## config.mk

```make
export PLATFORM = sky130hd
export DESIGN_NAME = pc_fetch_unit
export DESIGN_NICKNAME = d
export VERILOG_FILES = /design/src/rtl/pc_fetch_unit.sv
export SDC_FILE = /design/constraint.sdc
export NUM_CORES = 1
export LEC_CHECK = 0
export CELL_PAD_IN_SITES_DETAIL_PLACEMENT = 1
export CELL_PAD_IN_SITES_GLOBAL_PLACEMENT = 1
export CORE_ASPECT_RATIO = 0.75
export CORE_UTILIZATION = 35
export DETAILED_ROUTE_END_ITERATION = 7
export PLACE_DENSITY = 0.91
export SLEW_MARGIN = 10
export SYNTH_ARGS = -nofsm -noshare
export SYNTH_HDL_FRONTEND = slang
export SYNTH_SLANG_ARGS = --single-unit
```

## constraint.sdc

```tcl
create_clock -name clk -period 11.1 [get_ports clk]
set_input_delay 2.22 -clock clk [delete_from_list [all_inputs] [get_ports clk]]
set_output_delay 2.22 -clock clk [all_outputs]
set_load 0.05 [all_outputs]
```

## src/rtl/pc_fetch_unit.sv

```systemverilog
// Program counter / next-PC stage with supervisor bit, interrupt and illegal-op entry.
// Entry requests the $xp return-address write combinationally in the entry cycle.
module pc_fetch_unit #(
  parameter logic [31:0] RESET_VEC = 32'h0000_0000,
  parameter logic [31:0] INT_VEC   = 32'h8000_0004,
  parameter logic [31:0] EXC_VEC   = 32'h8000_0008
) (
  input  logic        clk,
  input  logic        reset,
  input  logic        stall,
  input  logic [1:0]  pc_src,
  input  logic        branch_taken,
  input  logic [15:0] imm16,
  input  logic [25:0] target26,
  input  logic [31:0] jr_target,
  input  logic        irq,
  input  logic        illop,
  output logic [31:0] pc,
  output logic [31:0] pc_plus4,
  output logic        int_taken,
  output logic        exc_taken,
  output logic        xp_we,
  output logic [31:0] xp_data
);

  localparam logic [1:0] SRC_SEQ = 2'd0;
  localparam logic [1:0] SRC_BR  = 2'd1;
  localparam logic [1:0] SRC_J   = 2'd2;
  localparam logic [1:0] SRC_JR  = 2'd3;

  logic [31:0] pc_q, pc_d;
  logic [1:0]  sync_q;
  logic        irq_prev_q;
  logic        pend_q, pend_d;

  logic        irq_s, irq_rise;
  logic [30:0] p4_lo, br_lo;
  logic [31:0] p4, next_pc;
  logic        exc_go, int_go;

  assign irq_s    = sync_q[1];
  assign irq_rise = irq_s & ~irq_prev_q;

  // Arithmetic is done on bits 30:0 only so the supervisor bit never carries.
  assign p4_lo = pc_q[30:0] + 31'd4;
  assign p4    = {pc_q[31], p4_lo};
  assign br_lo = p4[30:0] + {{13{imm16[15]}}, imm16, 2'b00};

  always_comb begin
    next_pc = p4;
    case (pc_src)
      SRC_SEQ: next_pc = p4;
      SRC_BR:  next_pc = branch_taken ? {pc_q[31], br_lo} : p4;
      SRC_J:   next_pc = {pc_q[31], p4[30:28], target26, 2'b00};
      SRC_JR:  next_pc = {pc_q[31] & jr_target[31], jr_target[30:0]};
      default: next_pc = p4;
    endcase
  end

  // Interrupts are masked in kernel mode and lose to an illegal op.
  assign exc_go = ~stall & illop;
  assign int_go = ~stall & pend_q & ~pc_q[31] & ~illop;

  always_comb begin
    pc_d   = pc_q;
    pend_d = pend_q | irq_rise;
    if (!stall) begin
      if (exc_go)      pc_d = EXC_VEC;
      else if (int_go) begin
        pc_d   = INT_VEC;
        pend_d = irq_rise;
      end
      else             pc_d = next_pc;
    end
  end

  always_ff @(posedge clk or posedge reset) begin
    if (reset) begin
      pc_q       <= RESET_VEC;
      sync_q     <= 2'b00;
      irq_prev_q <= 1'b0;
      pend_q     <= 1'b0;
    end else begin
      pc_q       <= pc_d;
      sync_q     <= {sync_q[0], irq};
      irq_prev_q <= irq_s;
      pend_q     <= pend_d;
    end
  end

  assign pc        = pc_q;
  assign pc_plus4  = p4;
  assign exc_taken = exc_go;
  assign int_taken = int_go;
  assign xp_we     = exc_go | int_go;
  assign xp_data   = exc_go ? p4 : (int_go ? pc_q : 32'd0);

endmodule

```

==> results of run 1 <==
## worst max-delay path, stage by stage
cell             delay (ns)
clkdlybuf4s50_1        0.41
buf_4                  0.27
nand2b_1               0.20
buf_4                  0.24
inv_1                  0.68
a21oi_1                0.16
o21ai_0                0.24
clkdlybuf4s50_1        0.84
## layout make-up
type	count	area, um^2
inverters	28	105.1
multi-input cells	579	3821
clock inverters	3	42.54
flip-flops and latches	36	900.9
clock buffers	5	125.1
repair buffers	188	1852
fillers	1727	6777
well taps	175	219.0
## layout by cell type, fill, tap and decap left out, types with 4 or more instances in the layout
master           instances
o21ai_0                 55
and3_1                   9
nand3_1                 25
xnor2_1                 24
clkdlybuf4s50_1        178
o221ai_1                 8
mux2_2                  15
mux2i_1                  6
a31oi_1                  7
o22ai_1                  4
a211oi_1                10
dfrtp_1                 36
nand2_1                 89
a21o_1                  16
and2_1                  10
inv_1                   25
a22oi_1                 11
nor3_1                   9
or3_1                    7
a22o_1                  19
xor2_1                  20
o21bai_1                 7
nor2b_1                  6
clkbuf_16                5
nand2b_1                12
ha_1                    34
a21oi_1                 49
o31ai_1                 10
a222oi_1                 4
buf_4                    8
nor2_1                  51
nand4_1                  9
## layer usage
layer  GRT usage  up-vias  part of all wire
li1            -     2828                 -
met5           0        -                 0
met2      0.4718      330              0.43
met1      0.4272     2953              0.46
met4     0.08242        0             0.025
met3     0.05679       43             0.087
## power groups by stage
stage | combinational, mW | sequential [mW] | clock (mW)
after floorplan | 0.270 | 0.208 | 0
after global placement | 0.457 | 0.174 | 0
after detailed placement | 0.467 | 0.175 | 0
after CTS | 0.470 | 0.173 | 0.168
after global routing | 0.505 | 0.175 | 0.173
final | 0.475 | 0.174 | 0.168
## stage by stage
stage                     setup slack (ns)  power [mW]  std cells  hold WS (ns)
final                                3.604      0.8167       1014        0.3515
after global routing                 3.507      0.8533       1014        0.3529
after CTS                            3.652      0.8109       1014        0.3501
after detailed placement             3.668      0.6415       1006        0.3363
after global placement               3.764      0.6313       1006        0.3334
after floorplan                      4.804      0.4776        684        0.3312
## cell usage after synthesis, types with 3 or more instances
| library cell | instances |
|---|---|
| dfrtp_1 | 36 |
| and3_1 | 9 |
| nor2b_1 | 6 |
| nand2b_1 | 12 |
| xnor2_1 | 24 |
| a31oi_1 | 7 |
| nand4_1 | 9 |
| o31ai_1 | 10 |
| buf_1 | 3 |
| xor2_1 | 20 |
| inv_1 | 25 |
| o21a_1 | 3 |
| o221ai_1 | 8 |
| or3_1 | 7 |
| a211oi_1 | 10 |
| and2_1 | 10 |
| clkbuf_1 | 32 |
| nand3_1 | 25 |
| nand2_1 | 89 |
| a21oi_1 | 49 |
| nor4b_1 | 3 |
| a222oi_1 | 4 |
| nor3_1 | 10 |
| nor3b_1 | 3 |
| o22ai_1 | 4 |
| mux2i_1 | 6 |
| a2111oi_0 | 3 |
| a22oi_1 | 11 |
| a21o_1 | 16 |
| ha_1 | 34 |
| a22o_1 | 19 |
| o21ai_0 | 55 |
| buf_4 | 4 |
| nor4_1 | 3 |
| a211o_1 | 3 |
| o21bai_1 | 7 |
| mux2_2 | 15 |
| nor2_1 | 51 |
## cells by family after synthesis
kind of cell | count (synthesis) | share of synthesized area
buffers and inverters | 69 | 0.05538
muxes | 22 | 0.04811
AOI/OAI and AO/OA | 233 | 0.3105
and+or+nand+nor | 244 | 0.2360
adders and majority gates | 35 | 0.08920
xor gates and xnor gates | 45 | 0.08043
DFF | 36 | 0.1804
## worst paths after layout
kind                                 from    endpoint  slack (ns)
worst max-delay path                stall  xp_data[6]        3.60
worst min-delay path            sync_q[0]   sync_q[1]        0.35
worst max register to register      pc[2]      pc[30]        5.78
worst min register to register  sync_q[0]   sync_q[1]        0.35
max in group asynchronous           reset      pc[10]        8.36
min in group asynchronous           reset      pc[31]        2.38
## sequential cells by signal (all words and copies together), names as in the netlist
register    cells
pc             32
sync_q          2
irq_prev_q      1
pend_q          1
==> results_dict.tcl, run 1 <==
set metrics [dict create \
    status "complete, no violations" \
    area_growth_pct 41.49 \
    fmax_mhz 133.4 \
    numClockSinks 36 \
    fin_crit_ns 7.496 \
    synthArstFlopShare 1.000 \
    die_x_um 139.9 \
    drive_gt1_frac 0.05006 \
    avgSynthCellArea_um2 7.300 \
    viasPerCell 6.069 \
    num_rows 37 \
    p_comb_frac 0.581 \
    place.gp.congestion 0.9573 \
    worstMarginPinSlew_ns 1.162 \
    synth.largest_area_cell "dfrtp_1" \
    grt_pass1_vias 6069 \
    path_class "in2out" \
    route.detailed.drc 0 \
    yosysSeqAreaShare 0.1804 \
    dr.pass1.iters 5 \
    synth_top_area_frac 0.1804 \
    rr_worst_depth 15 \
    cts_buffers 5 \
    switching_share 0.4792 \
    ant_nets 0 \
    htree_levels 2 \
    die_y_um 105.4 \
    ctsResizeCount 0 \
    final_area_mm2 0.007066 \
    start_util 0.3608 \
    yosys_warnings 0 \
    clockBufferDepth 2 \
    powerDensity_mw_per_mm2 115.6 \
    overflow 0 \
    avgRoutedWirePerCell_um 22.15 \
    ys_seq_elements 36 \
    cts.clk_slew.worst_paths_ns 0.06 \
    cts_hold_buf 0 \
    ir_drop_uv 55.50 \
    p_switching_mw 0.3914 \
    min_path_cells 0 \
    drtIter0Drc 489 \
    portBuffers 180 \
    p_int_mw 0.4254 \
    leakagePower_nw 2.967 \
    worstSetupEndpointType "primary output" \
    tns_ns 0 \
    slew_viol_final 0 \
    grt_usage 0.3037 \
    grt_pass1_wl_um 34810 \
    die-area_mm2 0.01475 \
    maxCapViolations 0 \
    io_pins 181 \
    seqPwrFrac 0.213 \
    hold_viol 0 \
    postPlaceCellArea_mm2 0.006898 \
    synth_top_flop_cell "dfrtp_1" \
    clock_skew_ns 0.004083 \
    clk_latency_ns 0.29 \
    period_share 0.6753 \
    grt_setup_unrepaired "no" \
    cp_data_required_time_ns 8.88 \
    synth_edf_count 0 \
    maxSlewHeadroom 0.2221 \
    post_cts_buffers 0 \
    p_clk_frac 0.206 \
    tritoncts "done" \
    synth_nets 801 \
    antenna_found_initial 0 \
    yosysUniqueCellTypes 67 \
    vias 6154 \
    min_path_type "reg2reg" \
    cts_root_buffer "clkbuf_16" \
    critPathArrivalTime_ns 5.28 \
    coreArea_mm2 0.01384 \
    critPathMaxFanout 36 \
    critPathLaunchType "input port" \
    diodes 0 \
    synthTopCellsByArea "dfrtp_1 (18%), ha_1 (8.5%), nand2_1 (6.7%)" \
    syn_area_mm2 0.004994 \
    synth_cells 684 \
    hpwl_um 16910 \
    postLayoutCoreUtil 0.5104 \
    setup_violations 0 \
    grt_max_degree 49 \
    finalNetCount 955 \
    wl_um 22460 \
]
(Power assumes the default switching activity.)
==> run 2: changes to the inputs <==
Settings changed: CORE_UTILIZATION 35 to 29, PLACE_DENSITY 0.91 to 0.8.
Clock period 11.1 ns to 6.2 ns, I/O delays scaled along.
==> run 2 against run 1 <==
Against the previous run:
- die area increased by 20%
- worst setup slack got worse by 2.4 ns
- critical path depth unchanged
- clock power increased by 61%
- final cell count increased by 4.5%
==> results_dict.tcl, run 2 (synthesized netlist as in run 1, its figures left out) <==
set metrics [dict create \
    period_share 0.8094 \
    path_class "in2out" \
    ir_drop_uv 84.63 \
    critPathLaunchType "input port" \
    clk_latency_ns 0.29 \
    cts_buffers 5 \
    fin_crit_ns 5.018 \
    worstMarginPinSlew_ns 0.8663 \
    fmax_mhz 199.3 \
    maxSlewHeadroom 0.4180 \
    r2r_slack_ns 1.28 \
    route.detailed.drc 0 \
    htree_levels 2 \
    cts_hold_buf 0 \
    cts.clk_slew.worst_paths_ns 0.07 \
    min_path_type "reg2reg" \
    num_rows 41 \
    postLayoutCoreUtil 0.4258 \
    status "complete, no violations" \
    hold_viol 0 \
    start_util 0.2968 \
    finalNetCount 961 \
    grt_usage 0.2532 \
    cp_data_required_time_ns 4.96 \
    post_cts_buffers 0 \
    place.gp.congestion 0.9479 \
    vias 6077 \
    die_y_um 115.6 \
    grt_pass1_wl_um 34760 \
    powerDensity_mw_per_mm2 199.8 \
    viasPerCell 5.733 \
    power_mw 1.431 \
    die_x_um 153.5 \
    wl_um 22380 \
    io_pins 181 \
    grt_setup_unrepaired "no" \
    area_growth_pct 43.47 \
    grt_pass1_vias 6019 \
    overflow 0 \
    cts_root_buffer "clkbuf_16" \
    ant_nets 0 \
    clockBufferDepth 2 \
    drive_gt1_frac 0.08047 \
    postPlaceCellArea_mm2 0.007018 \
    fillers 2082 \
    pre_cts_slack_ns 1.186 \
    hpwl_um 17600 \
    final_common_cell "clkdlybuf4s50_1" \
    worstSetupEndpointType "primary output" \
    largest_reg_flops 32 \
    setup_violations 0 \
    slew_viol_final 0 \
    diodes 0 \
    maxCapViolations 0 \
    numClockSinks 36 \
    clock_skew_ns 0.007079 \
    critPathMaxFanout 35 \
    coreArea_mm2 0.01683 \
    leakagePower_nw 3.042 \
    final_area_mm2 0.007164 \
    tns_ns 0 \
    portBuffers 180 \
    setup_ws_ns 1.182 \
    avgRoutedWirePerCell_um 21.12 \
    grt_max_degree 36 \
    dr.pass1.iters 6 \
    ctsResizeCount 0 \
    tritoncts "done" \
    final_cell_mix "clkdlybuf4s50_1 (158), nand2_1 (89), o21ai_0 (55)" \
    antenna_found_initial 0 \
    critPathArrivalTime_ns 3.78 \
    drtIter0Drc 427 \
    die-area_mm2 0.01775 \
]
-- run 2: changes by cell type in the layout (fill, tap and decap cells not counted), sizes merged --
cell           before  now
buf                10   36
clkdlybuf4s50     178  158
inv                26   27
bufinv              1    0
-- run 2: stage by stage --
stage,hold WS [ns],instances
after global routing,0.3594,1060
after detailed placement,0.3434,1052
final,0.3564,1060
after floorplan,0.3312,684
after global placement,0.3336,1052
after CTS,0.3584,1060
-- run 2: layer usage --
layer  global-route usage  vias up  wire length, um
met5                    0        -                0
met4              0.05467        0              269
met3              0.04712       21             1668
met2               0.3958      239             9652
met1               0.3617     2969            10790
li1                     -     2848                -
-- run 2: where the power goes --
| part | switching, mW | internal [mW] | total, mW |
|---|---|---|---|
| Combinational | 0.535 | 0.317 | 0.852 |
| Clock | 0.120 | 0.150 | 0.270 |
| Sequential | 0.0500 | 0.259 | 0.309 |
| Total | 0.705 | 0.726 | 1.43 |
-- run 2: cell type report --
class / instances / area, um^2 / share of cell area
Clock buffer: 5 / 125.1 / 0.01746
Timing Repair Buffer: 194 / 1922 / 0.2682
Inverter: 28 / 105.1 / 0.01467
Sequential cell: 36 / 900.9 / 0.1257
Multi-Input combinational cell: 579 / 3821 / 0.5334
Clock inverter: 3 / 21.27 / 0.002969
Tap cell: 215 / 269.0 / 0.03755
-- run 2: critical path, cell delays in order --
cell,delay [ns]
clkdlybuf4s50_1,0.42
buf_4,0.28
nor2_1,0.19
nand2_1,0.10
inv_2,0.42
nand2_1,0.10
o21ai_0,0.13
clkdlybuf4s50_1,0.88
-- run 2: path summary, 6_finish.rpt --
| path | from | endpoint | cells past startpoint |
|---|---|---|---|
| max | stall | xp_data[14] | 8 |
| min | sync_q[0] | sync_q[1] | 0 |
| max reg2reg | pc[2] | pc[30] | 15 |
| min reg2reg | sync_q[0] | sync_q[1] | 0 |
| max in group asynchronous | reset | pc[18] | 3 |
| min in group asynchronous | reset | pc[1] | 2 |
